### src/rtl/dma_burst_reader.sv
// AXI4 read-only DMA engine: splits a beat-count transfer into INCR bursts of at most
// BURST_LENGTH beats, one outstanding at a time, and streams read data into a ring buffer.
module dma_burst_reader #(
    parameter int unsigned DATA_WIDTH   = 32,
    parameter int unsigned ADDR_WIDTH   = 32,
    parameter int unsigned BURST_LENGTH = 128,
    parameter int unsigned LEN_WIDTH    = 16
) (
    input  logic                  clk,
    input  logic                  rst,
    input  logic                  start,
    input  logic [ADDR_WIDTH-1:0] src_addr,
    input  logic [LEN_WIDTH-1:0]  num_beats,
    output logic                  busy,
    output logic                  done,
    output logic                  err,
    output logic [ADDR_WIDTH-1:0] m_araddr,
    output logic [7:0]            m_arlen,
    output logic [2:0]            m_arsize,
    output logic [1:0]            m_arburst,
    output logic                  m_arvalid,
    input  logic                  m_arready,
    input  logic [DATA_WIDTH-1:0] m_rdata,
    input  logic [1:0]            m_rresp,
    input  logic                  m_rlast,
    input  logic                  m_rvalid,
    output logic                  m_rready,
    input  logic                  buf_full,
    output logic                  buf_wen,
    output logic [DATA_WIDTH-1:0] buf_din
);

    localparam int unsigned          Bytes      = DATA_WIDTH / 8;
    localparam logic [ADDR_WIDTH-1:0] BurstBytes = ADDR_WIDTH'(BURST_LENGTH * Bytes);
    localparam logic [LEN_WIDTH-1:0]  BurstBeats = LEN_WIDTH'(BURST_LENGTH);

    typedef enum logic [1:0] {StIdle, StAddr, StData, StDone} state_e;

    state_e                state_q, state_d;
    logic [ADDR_WIDTH-1:0] addr_q, addr_d;
    logic [LEN_WIDTH-1:0]  remaining_q, remaining_d;
    logic [8:0]            burst_cnt_q, burst_cnt_d;
    logic                  err_q, err_d;

    logic [LEN_WIDTH-1:0]  beats_this;
    logic                  beat_ok;
    logic                  last_exp;

    always_comb begin
        if (remaining_q >= BurstBeats) begin
            beats_this = BurstBeats;
        end else begin
            beats_this = remaining_q;
        end
    end

    assign m_arlen   = (remaining_q == '0) ? 8'd0 : 8'(beats_this - LEN_WIDTH'(1));
    assign m_araddr  = addr_q;
    assign m_arsize  = 3'($clog2(Bytes));
    assign m_arburst = 2'b01;
    assign m_arvalid = (state_q == StAddr);
    assign m_rready  = (state_q == StData) && !buf_full;
    assign buf_wen   = m_rready && m_rvalid;
    assign buf_din   = m_rdata;
    assign busy      = (state_q == StAddr) || (state_q == StData);
    assign done      = (state_q == StDone);
    assign err       = err_q;

    assign beat_ok  = buf_wen;
    assign last_exp = (burst_cnt_q == 9'd1);

    always_comb begin
        state_d     = state_q;
        addr_d      = addr_q;
        remaining_d = remaining_q;
        burst_cnt_d = burst_cnt_q;
        err_d       = err_q;
        case (state_q)
            StIdle: begin
                if (start) begin
                    err_d = 1'b0;
                    if (num_beats != '0) begin
                        addr_d      = src_addr;
                        remaining_d = num_beats;
                        state_d     = StAddr;
                    end else begin
                        state_d = StDone;
                    end
                end
            end
            StAddr: begin
                if (m_arready) begin
                    burst_cnt_d = 9'(beats_this);
                    state_d     = StData;
                end
            end
            StData: begin
                if (beat_ok) begin
                    remaining_d = remaining_q - LEN_WIDTH'(1);
                    burst_cnt_d = burst_cnt_q - 9'd1;
                    // Our own beat count decides burst end; a wrong rlast only flags err.
                    if ((m_rresp != 2'b00) || (m_rlast != last_exp)) begin
                        err_d = 1'b1;
                    end
                    if (last_exp) begin
                        if (remaining_q == LEN_WIDTH'(1)) begin
                            state_d = StDone;
                        end else begin
                            // Only the final burst can be short, so any earlier one was full.
                            addr_d  = addr_q + BurstBytes;
                            state_d = StAddr;
                        end
                    end
                end
            end
            StDone: begin
                state_d = StIdle;
            end
            default: begin
                state_d = StIdle;
            end
        endcase
    end

    always_ff @(posedge clk or posedge rst) begin
        if (rst) begin
            state_q     <= StIdle;
            addr_q      <= '0;
            remaining_q <= '0;
            burst_cnt_q <= '0;
            err_q       <= 1'b0;
        end else begin
            state_q     <= state_d;
            addr_q      <= addr_d;
            remaining_q <= remaining_d;
            burst_cnt_q <= burst_cnt_d;
            err_q       <= err_d;
        end
    end

endmodule

### config.mk
export PLATFORM = sky130hd
export DESIGN_NAME = dma_burst_reader
export DESIGN_NICKNAME = d
export VERILOG_FILES = /design/src/rtl/dma_burst_reader.sv
export SDC_FILE = /design/constraint.sdc
export NUM_CORES = 1
export LEC_CHECK = 0
export BUFFER_PORTS_ARGS = -buffer_cell sky130_fd_sc_hd__buf_2
export CAP_MARGIN = 20
export CORE_UTILIZATION = 50
export CTS_CLUSTER_SIZE = 24
export DETAILED_ROUTE_END_ITERATION = 16
export HOLD_SLACK_MARGIN = 0.05
export PLACE_DENSITY = 0.8
export SETUP_SLACK_MARGIN = 0.15
export SYNTH_ARGS = -nofsm -noshare
export SYNTH_HDL_FRONTEND = slang
export SYNTH_SLANG_ARGS = --single-unit
export TNS_END_PERCENT = 30
### constraint.sdc
create_clock -name clk -period 2.92 [get_ports clk]
set_clock_uncertainty 0.2 [all_clocks]
set_input_delay 0.146 -clock clk [delete_from_list [all_inputs] [get_ports clk]]
set_output_delay 0.146 -clock clk [all_outputs]
set_load 0.1 [all_outputs]
# Yosys cells after proc, flatten, opt, wreduce, memory -nomap -nowiden
# Cells that the tools add are included.
[totals]
regBits = 60
word_cells = 65
out_inout_bits = 83
latch_bits = 0
n_memories = 0
input_bits = 89
ramBits = 0
romBits = 0
[classes]
n_mul = 0
n_reduce_logical = 16
eq_ne = 13
div = 0
bitwise = 0
mux = 26
n_lt_le_gt_ge = 1
shift = 0
addsub = 4
[ops]
columns = ["operator", "n"]
rows = [
  ["2-to-1 mux 32 bit", 5],
  ["case mux 32 bit (2 select lines)", 1],
  ["2-to-1 mux 16 bit", 3],
  ["adder 32 x 10 -> 32 bit, second input constant", 1],
  ["case mux 16 bit (2 select lines)", 1],
  ["2-to-1 mux 9 bit", 3],
  ["case mux 9 bit (2 select lines)", 1],
  ["equality test 16 x 1 -> 1 bit, second input constant", 1],
  [">= comparator 16 x 8 -> 1 bit, second input constant", 1],
  ["zero test 16 bit", 1],
  ["nonzero test 16 bit", 1],
  ["subtractor 16 x 1 -> 16 bit, second input constant", 1],
  ["2-to-1 mux 2 bit", 6],
  ["AND reduction 4 bit", 3],
  ["!= test 2 bit, second input constant", 5],
  ["equality test 9 x 1 -> 1 bit, second input constant", 1],
  ["subtractor 9 x 1 -> 9 bit, second input constant", 1],
  ["2-to-1 mux 8 bit", 1],
  ["case mux 2 bit (4 select lines)", 1],
  ["subtractor 8 x 1 -> 8 bit, second input constant", 1],
  ["AND reduction 6 bit", 1],
  ["nonzero test 2 bit", 3],
  ["equality test 2 bit, second input constant", 2],
  ["!= test 2 x 1 -> 1 bit, second input constant", 2],
  ["9 further kinds", 13],
]

# Longest topological paths before layout
# Gate-level depths: netlist of the first run.
[depth]
word_depth = 6
depth_mapped = 10
mapped_depth_nobuf = 7

# Worst setup path after synthesis of the first run
# No wires, ideal clock.
[synth_path]
path_kind = "reg-to-output"
from = "register remaining_q[4]"
to = "output port m_arlen[7]"
path_slack_ps = -1674
path_stages_with_launch = 5
t_arrival_ps = 4248
path_buffers = 1
required_time_ps = 2574
path_cell_list = "dfrtp_1 -> clkbuf_1 -> nor4_2 -> nand4_1 -> nor4b_1"
[synth_between]
elab_chain_cells = 4
elab_cells_between_ends = 5
classes_between = "add/sub: 1; order compare: 1; mux: 2; reduce/logical: 1"
[synth_lines]
columns = ["element", "line", "text"]
rows = [
  ["from (decl)", "41", "logic [LEN_WIDTH-1:0] remaining_q, remaining_d;"],
  ["from (signal assigned)", "135", "remaining_q <= remaining_d;"],
  [">= comparator 16 x 8 -> 1 bit", "50", "if (remaining_q >= BurstBeats) begin"],
  ["2-to-1 mux 9 bit", "50", ""],
  ["subtractor 8 x 1 -> 8 bit", "57", "assign m_arlen = (remaining_q == '0) ? 8'd0 : 8'(beats_this - LEN_WIDTH'(1));"],
  ["2-to-1 mux 8 bit (*)", "57", ""],
  ["to (decl)", "18", "output logic [7:0] m_arlen,"],
]
# Every way passes the cells marked *; elsewhere a longest branch is shown, timed or not.

# Final worst setup path of the first run
[layout_path]
from = "register remaining_q[9]"
to = "output port m_arlen[6]"
# Same word-level chain as after synthesis.

==> metrics.yaml, run 1 <==
cts:
  clk_transition_reported_paths_ns: 0.07
  clk_latency_ns: 0.35
  cts_buffers: 9
  cts.htree.levels: 3
  numClockSinks: 60
  cts_tree: "done"
  clockRootBuffer: "clkbuf_8"
  clock_path_buffers: 2
logic_synthesis:
  syn_area_per_cell_sq_um: 8.192
  ys_ff_latch: 60
  yosysWarnings: 0
  synthCells: 528
  synth_top_flop_cell: "dfrtp_1"
  synth.distinct_cells: 68
  synth.cell_area_sq_mm: 0.004325
  ys_seq_area_frac: 0.3471
  async_flop_share: 1.000
  synth_edf_count: 0
detailed_routing:
  first_iter_violations: 332
  avgViaCountPerCell: 6.196
  wl_per_cell_microns: 17.48
  antenna_left: 0
  vias: 4796
  drt_wl_total_mm: 13.53
  drc_errors: 0
  dr.pass1.iters: 5
critical_path:
  path_max_fanout: 3
  cp-end-kind: "primary output"
  crit_type: "reg -> out"
  worstPathArrival_ns: 2.66
  startpoint_type: "flip-flop"
  reg2reg_depth: 8
  cp.required_ns: 2.57
timing:
  relSlewSlack: 0.5792
  tightest_slew_ns: 0.6299
  timing.hold.ws_ns: 0.09203
  hold_violations: 0
  rsz0062_at_grt: "yes"
  final.min_clock_period_ns: 3.007
  final_max_slew_viol_count: 0
  setup_ws_ns: -0.08744
  max_freq_mhz: 332.5
  finalSetupViolations: 3
  fin_crit_sh: 1.030
min_path:
  whs_path_depth: 0
  hold_class: "in -> out"
outcome:
  failed_checks: "setup timing"
  outcome: "complete, but fails checks"
floorplan:
  fp.dieH_microns: 95.01
  pin_count: 172
  core-area_sq_mm: 0.008299
  dieArea_sq_mm: 0.009027
  initial_core_util: 0.5212
  std_cell_rows: 33
  die_w_microns: 95.01
global_route:
  grt_start_max_net_pins: 43
  grt_pass1_vias: 4406
  overflow: 0
  grtUsageTotal: 0.2998
  antenna_found_initial: 0
  grt_pass1_wl_mm: 21.09
place:
  dp_hpwl_mm: 8.824
  dp_cells: 699
  port_buffers: 102
  place.gp.congestion: 0.9020
cells_and_area:
  mostFrequentLayoutCell: "buf_2"
  fin_nets: 765
  stdcell_count: 774
  syn_to_final_growth_pct: 34.51
  n_antenna_cell: 0
  drive_gt1_frac: 0.2915
  final_cell_mix: "buf_2 (94), dfrtp_1 (60), nand2_1 (59)"
power:
  p_sw_uw: 4360
  seq_power_share: 0.221
  pwr-share-clk: 0.117
  switching_share: 0.5894
  combPwrFrac: 0.662
  power.leakage_uw: 0.002516
  internal_power_uw: 3038
  power_density_mw_per_mm2: 1272
  ir_worst_vdd_uv: 682.3
job:
  max-cap-violations: 0
==> routing by layer <==
| metal | GRT usage | share of wire | vias to the layer above | routed length [microns] |
|---|---|---|---|---|
| met4 | 0.1515 | 0.038 | 0 | 515 |
| li1 | - | - | 2187 | - |
| met3 | 0.06539 | 0.087 | 55 | 1175 |
| met2 | 0.4970 | 0.49 | 287 | 6600 |
| met1 | 0.3671 | 0.39 | 2267 | 5238 |
| met5 | 0 | 0 | - | 0 |
==> power by group through the flow <==
| stage | combinational [uW] | sequential, uW | clock (uW) |
|---|---|---|---|
| detailed placement | 4680 | 1630 | 0 |
| global placement | 4550 | 1600 | 0 |
| CTS | 4780 | 1610 | 871 |
| floorplan | 2470 | 2990 | 0 |
| global route | 5210 | 1680 | 900 |
| finish | 4900 | 1630 | 865 |
==> state kept, by name, indices dropped and copies added (netlist names) <==
register,cells
state_q,2
burst_cnt_q,9
m_araddr,32
err,1
remaining_q,16
==> what timing repair did <==
| action | 4_1_cts | 5_1_grt |
|---|---|---|
| pin swaps | 8 | 6 |
| hold buffers | 52 | 0 |
| setup endpoints to repair | 5 | 22 |
| resized for setup | 9 | 11 |
| setup buffers | 5 | 2 |
| hold endpoints to repair | 76 | 0 |
==> Yosys cell counts (4+ instances only) <==
| cell type | instances | area [sq um] |
|---|---|---|
| inv_1 | 9 | 33.78 |
| buf_4 | 38 | 285.3 |
| o22ai_1 | 13 | 81.33 |
| nand2b_1 | 4 | 25.02 |
| buf_2 | 5 | 25.02 |
| o32ai_1 | 6 | 52.55 |
| nor3_1 | 17 | 85.08 |
| clkbuf_1 | 24 | 90.09 |
| and3_1 | 7 | 43.79 |
| dfrtp_1 | 60 | 1501 |
| a32oi_1 | 6 | 52.55 |
| nor4_1 | 8 | 50.05 |
| or4_1 | 7 | 52.55 |
| nand4_1 | 12 | 75.07 |
| a22oi_1 | 5 | 37.54 |
| o21a_1 | 4 | 30.03 |
| o21ai_0 | 27 | 135.1 |
| ha_1 | 12 | 150.1 |
| a21oi_1 | 41 | 205.2 |
| nor2_1 | 43 | 161.4 |
| o21bai_1 | 5 | 37.54 |
| and4_1 | 6 | 52.55 |
| nand3_1 | 25 | 125.1 |
| nand2_1 | 62 | 232.7 |
| o31ai_1 | 6 | 45.04 |
| a31o_2 | 6 | 52.55 |
==> per-stage QoR <==
stage	setup TNS [ns]	area (sq um)	util	worst slack (ns)	total power (uW)
2_1_floorplan	-0.9282	4417	-	-0.2939	5464
3_3_place_gp	0	4932	0.5943	0.1270	6154
3_5_place_dp	0	4943	0.5957	0.09187	6304
4_1_cts	-0.03774	5769	0.6952	-0.03774	7263
5_1_grt	-0.3093	5818	0.7010	-0.1421	7790
6_report	-0.1194	5818	0.7010	-0.08744	7399
==> worst max-delay path, cell delays in order (launching register included) <==
cell and delay [ns]:
dfrtp_1 0.39, or4_4 0.58, nor3_4 0.28, buf_6 0.15, nand2_4 0.04, ha_4 0.16
mux2_4 0.29, a22oi_2 0.21, nor2_4 0.05, buf_12 0.16
==> final timing paths <==
check / from / endpoint / slack [ns]
max in group asynchronous: rst / burst_cnt_q[5]$_DFFE_PP0P_ / 1.56
max reg2reg: burst_cnt_q[1]$_DFFE_PP0P_ / m_araddr[22]$_DFFE_PP0P_ / 0.26
min in group asynchronous: rst / m_araddr[27]$_DFFE_PP0P_ / 0.22
min: m_rdata[1] / buf_din[1] / 0.09
min reg2reg: m_araddr[2]$_DFFE_PP0P_ / m_araddr[2]$_DFFE_PP0P_ / 0.28
max: remaining_q[9]$_DFFE_PP0P_ / m_arlen[6] / -0.09
==> layout make-up <==
type	instances	area, sq um
clock inverter	6	87.58
clock buffer	10	137.6
sequential	60	1501
timing repair buffer	192	1434
fill	594	2481
inverter	9	33.78
multi-input combinational	392	2492
tap	105	131.4
==> cells by family (layout without fill, tap and decap cells) <==
group,Yosys count,in the layout,share of synthesized area
buf+inv,79,217,0.1050
mux,5,5,0.01215
xor+xnor,2,2,0.004050
simple gates,219,219,0.2699
fa+ha+maj,12,12,0.03471
compound gates,149,149,0.2253
flops,60,60,0.3471
other cells,2,5,0.001736
(Power assumes the default switching activity.)
==> run 2, diff against run 1 <==
- PLACE_DENSITY: 0.8 -> 0.82
==> metrics.yaml, run 2 (same netlist as run 1, synthesis figures left out) <==
critical_path:
  crit_type: "reg -> out"
  startpoint_type: "flip-flop"
  cp-end-kind: "primary output"
  path_max_fanout: 3  # unchanged
  r2r_end: "burst_cnt_q[1]$_DFFE_PP0P_"
  cp.required_ns: 2.57  # about the same
  worstPathArrival_ns: 2.63  # -0.03 ns
  reg2reg_depth: 12  # +4
  cp-endpoint: "m_arlen[6]"
  rrSetupSlack_ns: 0.02  # -0.24 ns
  crit_start: "remaining_q[8]$_DFFE_PP0P_"
  r2r-start: "remaining_q[8]$_DFFE_PP0P_"
cells_and_area:
  n_antenna_cell: 0  # unchanged
  mostFrequentLayoutCell: "buf_2"
  fin_nets: 771  # +0.78%
  fillerInstances: 612  # +3.0%
  final_util: 0.6988  # -0.002261
  syn_to_final_growth_pct: 34.08
  final_cell_mix: "buf_2 (94), dfrtp_1 (60), nand2_1 (59)"
  stdcell_count: 780  # +0.78%
  design_area_sq_mm: 0.005799  # -0.32%
  drive_gt1_frac: 0.2948  # +0.003335
  largest_reg_flops: 32  # unchanged
detailed_routing:
  avgViaCountPerCell: 6.206  # +0.16%
  first_iter_violations: 459  # +38%
  drc_errors: 0  # unchanged
  dr.pass1.iters: 5  # unchanged
  wl_per_cell_microns: 17.44  # -0.24%
  antenna_left: 0  # unchanged
  vias: 4841  # +0.94%
  drt_wl_total_mm: 13.60  # +0.53%
floorplan:
  core-area_sq_mm: 0.008299  # unchanged
  die_w_microns: 95.01  # unchanged
  pin_count: 172  # unchanged
  initial_core_util: 0.5212  # unchanged
  fp.dieH_microns: 95.01  # unchanged
  std_cell_rows: 33  # unchanged
  dieArea_sq_mm: 0.009027  # unchanged
global_route:
  overflow: 0  # unchanged
  antenna_found_initial: 0  # unchanged
  grt_start_max_net_pins: 40  # -7.0%
  grtUsageTotal: 0.3033  # +0.003466
  grt_pass1_wl_mm: 21.27  # +0.85%
  grt_pass1_vias: 4490  # +1.9%
outcome:
  failed_checks: "setup timing"
  outcome: "complete, but fails checks"
cts:
  cts.htree.levels: 3  # unchanged
  clock_path_buffers: 2  # unchanged
  clk_transition_reported_paths_ns: 0.07  # about the same
  clk_latency_ns: 0.35  # about the same
  numClockSinks: 60  # unchanged
  clockRootBuffer: "clkbuf_8"
  cts_buffers: 9  # unchanged
  cts_tree: "done"
timing:
  hold_violations: 0  # unchanged
  rsz0062_at_grt: "yes"
  final.min_clock_period_ns: 2.972  # -0.03551 ns
  fin_crit_sh: 1.018  # -0.01216
  max_freq_mhz: 336.5  # +1.2%
  finalSetupViolations: 2  # -1
  tightest_slew_ns: 0.5621  # -0.06775 ns
  final_max_slew_viol_count: 0  # unchanged
  setup_ws_ns: -0.05193  # +0.03551 ns
  relSlewSlack: 0.6244  # +0.04526
place:
  dp_cells: 699  # unchanged
  dp_hpwl_mm: 8.698  # -1.4%
  port_buffers: 102  # unchanged
  placed_area_sq_mm: 0.004940  # about the same
  place.gp.congestion: 0.9020  # unchanged
power:
  power_density_mw_per_mm2: 1241  # -2.4%
  power.leakage_uw: 0.002520  # +0.15%
  ir_worst_vdd_uv: 954.0  # +40%
min_path:
  worstHoldStart: "m_rdata[3]"
  hold_class: "in -> out"
job:
  max-cap-violations: 0  # unchanged
run 2: worst max-delay path, stage by stage, from the launching register on:
cell and delay [ns]:
dfrtp_1 0.39, or4_4 0.57, nor3_4 0.29, nand2_2 0.13
ha_4 0.18, mux2_4 0.30, a22oi_2 0.20, nor2_4 0.06
buf_12 0.16
run 2: repair_timing:
item | CTS | global route
hold buffers | 53 | 0
endpoints found under the setup margin | 4 | 29
gates resized for setup | 10 | 9
pin swaps | 8 | 7
hold endpoints to repair | 109 | 0
setup buffers | 11 | 1
cloned | 0 | 0
run 2: layer usage:
metal | global-route usage | wire length, microns | up-vias
li1 | - | - | 2197
met1 | 0.3673 | 5144 | 2311
met2 | 0.5048 | 6906 | 291
met3 | 0.07974 | 1264 | 42
met4 | 0.1376 | 286 | 0
met5 | 0 | 0 | -
run 2: stage by stage:
step	hold WS (ns)	worst slack, ns	total power [uW]	TNS [ns]
after global placement	0.003776	0.1328	6166	0
final	0.09203	-0.05193	7195	-0.06285
after global routing	0.09214	-0.1332	7597	-0.2855
after detailed placement	0.01050	0.08224	6282	0
after floorplan	0.05144	-0.2939	5464	-0.9282
after CTS	0.09268	-0.08072	7069	-0.08072
run 2: cell type report:
| cell class | instances | area (sq um) | area share |
|---|---|---|---|
| Inverter | 9 | 33.78 | 0.005825 |
| Clock buffer | 12 | 145.1 | 0.02503 |
| Tap cell | 105 | 131.4 | 0.02265 |
| Sequential cell | 60 | 1501 | 0.2589 |
| Clock inverter | 4 | 25.02 | 0.004315 |
| Timing Repair Buffer | 198 | 1466 | 0.2529 |
| Multi-Input combinational cell | 392 | 2496 | 0.4304 |
run 2: worst min path at each step:
| stage | slack, ns | depth (start not counted) | to |
|---|---|---|---|
| after floorplan | 0.05 | 2 | m_araddr[0]$_DFFE_PP0P_ |
| after global placement | 0.004 | 3 | m_araddr[4]$_DFFE_PP0P_ |
| after detailed placement | 0.01 | 3 | m_araddr[4]$_DFFE_PP0P_ |
| after CTS | 0.09 | 0 | buf_din[0] |
| after global routing | 0.09 | 0 | buf_din[31] |
| final | 0.09 | 0 | buf_din[3] |
run 2: report_power, final:
part / internal, uW / total [uW] / switching (uW)
Combinational: 1330 / 4880 / 3550
Clock: 329 / 671 / 343
Sequential: 1200 / 1640 / 439
==> run 3, diff against run 2 <==
- CTS_BUF_LIST: not set -> sky130_fd_sc_hd__clkbuf_8 sky130_fd_sc_hd__clkbuf_16
==> metrics.yaml, run 3 (same netlist as run 1, synthesis figures left out) <==
cts:
  clk_latency_ns: 0.35  # about the same
  cts_tree: "done"
  cts.htree.levels: 3  # unchanged
  numClockSinks: 60  # unchanged
  clock_path_buffers: 2  # unchanged
  clockRootBuffer: "clkbuf_8"
  cts_buffers: 9  # unchanged
  clk_transition_reported_paths_ns: 0.07  # about the same
detailed_routing:
  wl_per_cell_microns: 17.47  # +0.18%
  drc_errors: 0  # unchanged
  vias: 4819  # -0.45%
  antenna_left: 0  # unchanged
  drt_wl_total_mm: 13.63  # +0.18%
  dr.pass1.iters: 5  # unchanged
  avgViaCountPerCell: 6.178  # -0.45%
  first_iter_violations: 459  # unchanged
timing:
  max_freq_mhz: 336.5  # about the same
  fin_crit_sh: 1.018  # about the same
  relSlewSlack: 0.6255  # +0.001088
  finalSetupViolations: 2  # unchanged
  fin_setup_tns_ns: -0.06241  # +0.0004399 ns
  final.min_clock_period_ns: 2.971  # -0.0005091 ns
  final_max_slew_viol_count: 0  # unchanged
  hold_violations: 0  # unchanged
  rsz0062_at_grt: "yes"
  setup_ws_ns: -0.05142  # +0.0005091 ns
  tightest_slew_ns: 0.5605  # -0.001629 ns
floorplan:
  initial_core_util: 0.5212  # unchanged
  fp.dieH_microns: 95.01  # unchanged
  dieArea_sq_mm: 0.009027  # unchanged
  die_w_microns: 95.01  # unchanged
  core-area_sq_mm: 0.008299  # unchanged
  pin_count: 172  # unchanged
  std_cell_rows: 33  # unchanged
critical_path:
  path_max_fanout: 3  # unchanged
  crit_start: "remaining_q[8]$_DFFE_PP0P_"
  r2r-start: "remaining_q[8]$_DFFE_PP0P_"
  cp.required_ns: 2.57  # about the same
  crit_type: "reg -> out"
  worstPathArrival_ns: 2.63  # about the same
  startpoint_type: "flip-flop"
  cp-end-kind: "primary output"
outcome:
  outcome: "complete, but fails checks"
  failed_checks: "setup timing"
min_path:
  hold_class: "in -> out"
  worstHoldStart: "m_rdata[3]"
power:
  power_density_mw_per_mm2: 1241  # about the same
  power.leakage_uw: 0.002528  # +0.33%
  ir_worst_vdd_uv: 947.5  # -0.69%
  finalPower_uw: 7196  # about the same
place:
  dp_hpwl_mm: 8.698  # unchanged
  placed_area_sq_mm: 0.004940  # unchanged
  port_buffers: 102  # unchanged
  place.gp.congestion: 0.9020  # unchanged
global_route:
  antenna_found_initial: 0  # unchanged
  grt_pass1_vias: 4490  # unchanged
  grt_start_max_net_pins: 40  # unchanged
  overflow: 0  # unchanged
  grtUsageTotal: 0.3033  # unchanged
  grt_pass1_wl_mm: 21.27  # unchanged
cells_and_area:
  final_cell_mix: "buf_2 (94), dfrtp_1 (60), nand2_1 (59)"
  n_antenna_cell: 0  # unchanged
  register_area_sq_mm: 0.001501  # unchanged
  largest_reg_flops: 32  # unchanged
  drive_gt1_frac: 0.2948  # unchanged
  fin_nets: 771  # unchanged
  design_area_sq_mm: 0.005799  # unchanged
  multi_input_area_sq_mm: 0.002496  # unchanged
  syn_to_final_growth_pct: 34.08  # unchanged
  fillerInstances: 612  # unchanged
  mostFrequentLayoutCell: "buf_2"
job:
  max-cap-violations: 0  # unchanged
[run 3: changes by cell type in the layout (fill, tap and decap cells not counted)]
cell	change
clkbuf_1	-2
inv_1	+2
[run 3: critical path: stages, from the launching register on]
cell     delay [ns]
dfrtp_1        0.39
or4_4          0.57
nor3_4         0.29
nand2_2        0.13
ha_4           0.18
mux2_4         0.30
a22oi_2        0.20
nor2_4         0.06
buf_12         0.16
[run 3: worst paths after layout]
path / to / slack [ns] / cells after the start
setup / recovery: m_arlen[6] / -0.05 / 8
hold / removal: buf_din[3] / 0.09 / 0
setup reg to reg: burst_cnt_q[1]$_DFFE_PP0P_ / 0.02 / 12
hold reg to reg: m_araddr[1]$_DFFE_PP0P_ / 0.27 / 2
max in group asynchronous: m_araddr[26]$_DFFE_PP0P_ / 1.87 / 4
min in group asynchronous: m_araddr[3]$_DFFE_PP0P_ / 0.19 / 4
[run 3: power breakdown]
group / internal (uW) / leakage, uW / switching (uW) / total (uW)
registers: 1200 / 0.000700 / 443 / 1650
logic: 1330 / 0.00174 / 3550 / 4880
clock network: 322 / 0.0000907 / 345 / 666
total: 2860 / 0.00253 / 4340 / 7200
[run 3: routing by layer]
metal	GRT usage	vias to the layer above	wire (microns)
met5	0	-	0
met4	0.1376	0	284
met3	0.07974	42	1254
met2	0.5048	298	6886
met1	0.3673	2281	5201
li1	-	2198	-
[run 3: area by class of cell]
class,instances,area share
Clock inverter,6,0.005609
Clock buffer,10,0.02373
Multi-Input combinational cell,392,0.4304
Sequential cell,60,0.2589
Inverter,9,0.005825
Tap cell,105,0.02265
Timing Repair Buffer,198,0.2529
[run 3: through the flow]
step                      utilization  hold WS, ns  worst slack, ns  cells
after floorplan                     -      0.05144          -0.2939    531
after global placement         0.5943     0.003776           0.1328    698
after detailed placement       0.5952      0.01050          0.08224    699
after CTS                      0.6938      0.09268         -0.08109    779
after global routing           0.6988      0.09214          -0.1338    780
final                          0.6988      0.09203         -0.05142    780
[run 3: repair_timing]
| item | 4_1_cts | 5_1_grt |
|---|---|---|
| buffers inserted | 11 | 1 |
| pin swaps | 8 | 7 |
| endpoints found under the hold margin | 109 | 0 |
| setup endpoints to repair | 4 | 29 |
| hold buffers | 53 | 0 |
| gates resized for setup | 10 | 9 |
